--- config.mk ---
export PLATFORM = sky130hd
export DESIGN_NAME = scan_chain_driver
export DESIGN_NICKNAME = d
export VERILOG_FILES = /design/src/rtl/scan_chain_driver.sv
export SDC_FILE = /design/constraint.sdc
export NUM_CORES = 1
export LEC_CHECK = 0
export ABC_AREA = 0
export CORE_UTILIZATION = 40
export DETAILED_ROUTE_END_ITERATION = 8
export PLACE_DENSITY = 0.66
export SYNTH_ARGS = -nofsm -noshare
export SYNTH_HDL_FRONTEND = slang
export SYNTH_SLANG_ARGS = --single-unit
export TNS_END_PERCENT = 10
--- constraint.sdc ---
create_clock -name CLK -period 1.8 [get_ports CLK]
set_input_delay 0.36 -clock CLK [delete_from_list [all_inputs] [get_ports CLK]]
set_output_delay 0.36 -clock CLK [all_outputs]
set_load 0.05 [all_outputs]
--- src/rtl/scan_chain_driver.sv ---
// Scan chain driver: loads a pattern, optionally pulses one functional capture,
// then unloads the chain tail into CAP_OUT and compares it to an expected vector.
module scan_chain_driver #(
  parameter int unsigned CHAIN_LEN = 8,
  parameter int unsigned CNT_W     = $clog2(CHAIN_LEN) + 1
) (
  input  logic                 CLK,
  input  logic                 RST,
  input  logic                 START,
  input  logic                 CAP_EN,
  input  logic [CHAIN_LEN-1:0] PAT_IN,
  input  logic [CHAIN_LEN-1:0] EXP_IN,
  input  logic                 SO,
  output logic                 SE,
  output logic                 SI,
  output logic                 BUSY,
  output logic                 DONE,
  output logic [CHAIN_LEN-1:0] CAP_OUT,
  output logic                 MISMATCH
);

  localparam int unsigned IDX_W = $clog2(CHAIN_LEN);
  localparam logic [CNT_W-1:0] LAST = CNT_W'(CHAIN_LEN - 1);

  typedef enum logic [2:0] {
    IDLE,
    SHIFT_IN,
    CAPTURE,
    SHIFT_OUT,
    DONE_ST
  } state_t;

  state_t               state;
  logic [CNT_W-1:0]     cnt;
  logic [CHAIN_LEN-1:0] pat_q;
  logic [CHAIN_LEN-1:0] exp_q;
  logic                 cap_en_q;

  logic [IDX_W-1:0]     si_idx_c;
  logic [IDX_W-1:0]     cap_idx_c;
  logic [CHAIN_LEN-1:0] cap_next_c;

  // SI for the next shift-in cycle and CAP_OUT after the current unload edge
  always_comb begin
    si_idx_c   = IDX_W'(CHAIN_LEN - 2) - IDX_W'(cnt);
    cap_idx_c  = IDX_W'(CHAIN_LEN - 1) - IDX_W'(cnt);
    cap_next_c = CAP_OUT;
    cap_next_c[cap_idx_c] = SO;
  end

  always_ff @(posedge CLK) begin
    if (RST) begin
      state    <= IDLE;
      cnt      <= '0;
      pat_q    <= '0;
      exp_q    <= '0;
      cap_en_q <= 1'b0;
      SE       <= 1'b0;
      SI       <= 1'b0;
      BUSY     <= 1'b0;
      DONE     <= 1'b0;
      CAP_OUT  <= '0;
      MISMATCH <= 1'b0;
    end else begin
      DONE <= 1'b0;
      case (state)
        IDLE: begin
          SE <= 1'b0;
          SI <= 1'b0;
          if (START) begin
            pat_q    <= PAT_IN;
            exp_q    <= EXP_IN;
            cap_en_q <= CAP_EN;
            cnt      <= '0;
            MISMATCH <= 1'b0;
            BUSY     <= 1'b1;
            SE       <= 1'b1;
            SI       <= PAT_IN[CHAIN_LEN-1];
            state    <= SHIFT_IN;
          end
        end
        SHIFT_IN: begin
          if (cnt == LAST) begin
            cnt <= '0;
            SI  <= 1'b0;
            if (cap_en_q) begin
              SE    <= 1'b0;
              state <= CAPTURE;
            end else begin
              SE    <= 1'b1;
              state <= SHIFT_OUT;
            end
          end else begin
            cnt <= cnt + CNT_W'(1);
            SI  <= pat_q[si_idx_c];
          end
        end
        CAPTURE: begin
          SE    <= 1'b1;
          SI    <= 1'b0;
          cnt   <= '0;
          state <= SHIFT_OUT;
        end
        SHIFT_OUT: begin
          CAP_OUT <= cap_next_c;
          if (cnt == LAST) begin
            cnt      <= '0;
            SE       <= 1'b0;
            BUSY     <= 1'b0;
            DONE     <= 1'b1;
            MISMATCH <= |(cap_next_c ^ exp_q);
            state    <= DONE_ST;
          end else begin
            cnt <= cnt + CNT_W'(1);
          end
        end
        DONE_ST: begin
          SE    <= 1'b0;
          SI    <= 1'b0;
          cnt   <= '0;
          state <= IDLE;
        end
        default: begin
          SE    <= 1'b0;
          SI    <= 1'b0;
          cnt   <= '0;
          state <= IDLE;
        end
      endcase
    end
  end

endmodule

== Word-level counts from Yosys, hierarchy flattened ==
Index checks and enable logic that the tools add are counted.

* Bitwise gates (word level): 2
* Reductions and logical operators: 10
* $add $sub $neg: 3
* Mux-type cells: 27
* Equal/unequal tests: 7
* Magnitude comparators: 3

{| class="wikitable"
|+ Operator list
! cell !! number
|-
| 1-bit two-way mux || 13
|-
| 3-bit one-hot mux with 4 select lines || 1
|-
| 3-bit two-way mux || 3
|-
| 8-bit bitwise mux || 1
|-
| 3-bit by 4-bit < comparator with 1-bit output, second input constant || 2
|-
| 4-bit two-way mux || 2
|-
| 4-bit one-hot mux with 2 select lines || 1
|-
| 8-bit OR reduction || 1
|-
| 8-bit XOR || 1
|-
| 3-bit by 2-bit equality test with 1-bit output, second input constant || 2
|-
| 2-bit != test, second input constant || 3
|-
| 3-bit AND reduction || 2
|-
| 3-bit subtractor, first input constant || 2
|-
| 4-bit by 1-bit adder with 4-bit output, second input constant || 1
|-
| 4-bit by 3-bit equality test with 1-bit output, second input constant || 1
|-
| 1-bit one-hot mux with 2 select lines || 2
|-
| 1-bit one-hot mux with 4 select lines || 1
|-
| 2-bit AND reduction || 2
|-
| 2-bit OR reduction || 2
|-
| 1-bit binary-select mux with 3-bit select || 1
|-
| 1-bit demux with 3-bit select || 1
|-
| 3-bit by 1-bit equality test with 1-bit output, second input constant || 1
|-
| 3-bit by 1-bit >= comparator with 1-bit output, second input constant || 1
|-
| 3-bit zero test || 1
|-
| 4 further kinds || 4
|}

* Input port bits: 21
* Register bits: 37

== Logic depth before layout (Yosys ltp) ==
* Depth after elaboration: 10
* Gate-level depth with buffers: 7
* Gate-level depth less buffers: 6

== Worst setup path before layout ==
OpenSTA, ideal clock, no wires.

* Path kind: reg-to-reg
* Start point: register cnt[1]
* End point: register SI
* Stages on the path, launching flop included: 7
* Path slack: 0.066 ns
* Data arrival time: 1.600 ns
* Period minus slack after synthesis: 1.734 ns
* Buffers on the path: 0
* Required time: 1.666 ns
* Cells stage by stage: dfxtp_1 -> ha_1 -> mux4_2 -> mux2i_1 -> nor2_1 -> a221oi_2 -> a2111oi_2

* Word-level cells in the longest chain between the ends: 5
* Elaborated cells on any way between the ends: 6
* Classes of those cells: 1 x add/sub; 1 x eq/ne; 4 x mux

{| class="wikitable"
|+ RTL lines
! item !! RTL line !! text
|-
| from (decl) || 34 || <nowiki>logic [CNT_W-1:0] cnt;</nowiki>
|-
| from (signal assigned) || 94 || <nowiki>cnt <= cnt + CNT_W'(1);</nowiki>
|-
| from (signal assigned) || 114 || <nowiki>cnt <= cnt + CNT_W'(1);</nowiki>
|-
| 3-bit subtractor || 45 || <nowiki>si_idx_c = IDX_W'(CHAIN_LEN - 2) - IDX_W'(cnt);</nowiki>
|-
| 1-bit binary-select mux with 3-bit select || 95 || <nowiki>SI <= pat_q[si_idx_c];</nowiki>
|-
| 1-bit two-way mux (not written as such) || 95 ||
|-
| 1-bit two-way mux * || 83 || <nowiki>if (cnt == LAST) begin</nowiki>
|-
| 1-bit one-hot mux with 3 select lines * || 66 || <nowiki>case (state)</nowiki>
|-
| to (signal assigned) || 78 || <nowiki>SI <= PAT_IN[CHAIN_LEN-1];</nowiki>
|-
| to (signal assigned) || 95 ||
|-
| to (decl) || 15 || <nowiki>output logic SI,</nowiki>
|}

Every way passes the cells marked *; elsewhere a longest branch is shown, timed or not. The select of a mux whose other input is x is not followed.
A chain may end at the register's enable or synchronous reset.

== Final worst setup path ==
* Start point: register cnt[0]
* End point: register SI

Same word-level chain as after synthesis.

==> summary.md <==
| Metric | Value |
|---|---|
| Status | `completed` |
| CTS max path bufs | `2` |
| Routability Congestion | `between 0.7 and 0.8` |
| Most instantiated library cell after synthesis | `nand2_1` |
| Final critical-path required period | `1.716 ns` |
| First-pass GRT wire length | `a little over 7000 um` |
| Area growth syn-to-layout | `28.78%` |
| GRT Overall Usage | `approximately 18%` |
| WP data required | `around 2.0 ns` |
| Core outline area | `~0.0044 sq mm` |
| Number of vias per cell | `5.252` |
| DR WL/cell | `~13 um` |
| CTS HTree Levels | `2` |
| Post-synth EDFFs | `0` |
| DR pass1 iterations | `4` |
| Vias | `1,649` |
| CTS tree | `yes` |
| Syn_nets | `between 200 and 250` |
| Setup WS pre-CTS | `-0.1150 ns` |
| Synth Cell Area | `0.001852 sq mm` |
| Vias in the first global route | `approximately 1,500` |
| Synthesized instance count | `around 220` |
| Sequential share of the synthesized area | `40.00%` |
| Largest area contributor in the netlist | `dfxtp_1` |
| Async SR Flop Fraction | `0%` |
| Setup Viol. Count Final | `0` |
| DRT iter0 DRCs | `between 100 and 150` |
| CP endpoint kind | `flip-flop` |
| Fin Setup TNS | `0 ns` |
| Die area | `between 0.004 and 0.005 sq mm` |
| Clock tree sinks | `37` |
| Die width | `between 70 and 80 um` |
| Final hold vios | `0` |
| Worst Path Arrival | `approximately 1.9 ns` |
| YS warnings | `0` |
| HPWL after DPL | `2977 um` |
| Setup ws final | `~0.084 ns` |
| Primary FF master, synth | `dfxtp_1` |
| Peak VDD IR | `between 0.4 and 0.5 mV` |
| Rel. slew slack | `between 60% and 70%` |
| Maxcap violations | `0` |
| Critical path, cell by cell | `ha_4 -> mux4_2 -> mux2i_1 -> nor2_1 -> a221oi_2 -> a2111oi_2` |
| Clock transition at the registers of the reported paths | `0.07 ns` |
| N_diodes | `0` |
| PwrDens | `between 800 and 900 mW/mm^2` |
| Ranking of synthesized cells by area | `dfxtp_1, nand2_1, a21oi_1` |
| Die height | `between 70 and 80 um` |
| Overflow after GRT | `0` |
| Leakage power | `0.9039 nW` |
| # rows | `24` |
| I/O pin cnt | `34` |
| Total CTS buffers | `5` |
| Buf/Inv on CP | `0` |
| CP Max Fanout | `2` |
| Worst hold path class | `flip-flop to flip-flop` |
| RSZ-0062 raised after global routing | `no` |
| Largest net degree at the start of global routing | `26` |
| Hold-fix buffers at CTS | `0` |
| Initial antenna violation count | `0` |
| Crit-path slowest cell | `mux4_2` |
| Synth top cells by count | `nand2_1, dfxtp_1, a21oi_1` |
| Root Buffer | `clkbuf_8` |
| CP startpoint kind | `flip-flop` |
| Flops & latches, synth | `37` |
| Port bufs | `33` |
| Nets | `roughly 280` |
| Avg Cell Area, Syn | `roughly 8.3 sq um` |
| Initial Utilization | `around two fifths` |
| Final worst-path cycle share | `95.34%` |
| Clk_lat worst skew | `approximately 0.29 ns` |
| Share of cells above drive strength 1 | `between 10% and 20%` |
| CP Class | `flip-flop to flip-flop` |
| Skew final | `~0.0053 ns` |
| Yosys top cell area share | `between 40% and 50%` |
| DRC Markers | `0` |
| Tot Pwr | `0.001913 W` |
| Worst slew pin tran | `between 0.5 and 0.6 ns` |
| Routed Antenna Nets | `0` |
| Crit-path max cell delay | `0.49 ns` |
| Unique masters post-synth | `39` |
| Max Slew Vio Count | `0` |
| CP top delay family | `multiplexers` |
| Achievable Freq | `around 0.58 GHz` |
| Drt total wl | `between 4000 and 5000 um` |
kinds of logic after synthesis:
| logic type | after synthesis | synth area share, % |
|---|---|---|
| buffers and inverters | 20 | 5.878 |
| xor gates and xnor gates | 9 | 4.257 |
| DFF | 37 | 40.00 |
| AOI/OAI and AO/OA | 44 | 14.73 |
| muxes | 12 | 7.838 |
| adders and majority gates | 1 | 0.6756 |
| and+or+nand+nor | 99 | 26.62 |
per-stage QoR:
| step | util [%] | hold slack, ns | instance area (sq um) | instances |
|---|---|---|---|---|
| floorplan | - | 0.4328 | 1852 | 222 |
| CTS | 53.40 | 0.4580 | 2357 | 314 |
| global placement | 50.68 | 0.4436 | 2237 | 306 |
| global route | 54.02 | 0.4815 | 2385 | 314 |
| detailed placement | 50.68 | 0.4475 | 2237 | 306 |
| finish | 54.02 | 0.4554 | 2385 | 314 |
metal layers:
| layer | vias up | routed length, um | GRT usage (%) |
|---|---|---|---|
| met3 | 5 | 198 | 4.762 |
| met2 | 45 | 1856 | 26.60 |
| met4 | 0 | 72 | 9.111 |
| li1 | 842 | - | - |
| met1 | 757 | 2020 | 25.43 |
| met5 | - | 0 | 0 |
flip-flops by register name, indices dropped and copies added (netlist names):
name      count
cnt           4
SE            1
SI            1
state         3
DONE          1
cap_en_q      1
MISMATCH      1
CAP_OUT       8
exp_q         8
pat_q         8
BUSY          1
report_power, final:
part | total [W] | internal (W) | switching [W]
Combinational | 0.000277 | 0.000139 | 0.000137
Sequential | 0.000880 | 0.000851 | 0.0000284
Clock | 0.000756 | 0.000450 | 0.000306
area by class of cell:
cell class                      instances  area, sq um
Tap cell                               52        65.06
Sequential cell                        37        744.5
Fill cell                             414         2029
Clock inverter                          2        37.54
Multi-Input combinational cell        165         1015
Inverter                                3        11.26
Clock buffer                            6        82.58
Timing Repair Buffer                   49        429.2
cell usage in the layout, fill, tap and decap left out, types with 5 or more instances in the layout:
cell             Yosys  final
buf_4                3     27
dfxtp_1             37     34
a21oi_1             28     28
xor2_1               7      7
nor2_1              16     16
nand2_1             49     49
clkdlybuf4s50_1      0     20
mux2i_1             10     10
nand3_1              5      5
o21ai_0              5      5
clkbuf_8             0      6
nand3b_1             5      5
what timing repair did:
| item | 4_1_cts | 5_1_grt |
|---|---|---|
| buffers inserted | 0 | 0 |
| resized for setup | 0 | 7 |
| endpoints found under the setup margin | 0 | 2 |
final timing paths:
path | end | cells after the start | slack, ns | startpoint
min | pat_q[2] | 2 | 0.46 | pat_q[2]
max | SI | 6 | 0.08 | cnt[0]
max reg2reg | SI | 6 | 0.08 | cnt[0]
min reg2reg | pat_q[2] | 2 | 0.46 | pat_q[2]
worst reg2reg max path, delay by kind of cell, from the launching register on:
kind            cells  cell delay, ns
compound gates      2            0.28
flops               1            0.35
fa+ha+maj           1            0.27
mux                 2            0.63
simple gates        1            0.06
No activity file was read; power rests on OpenSTA's default activity.
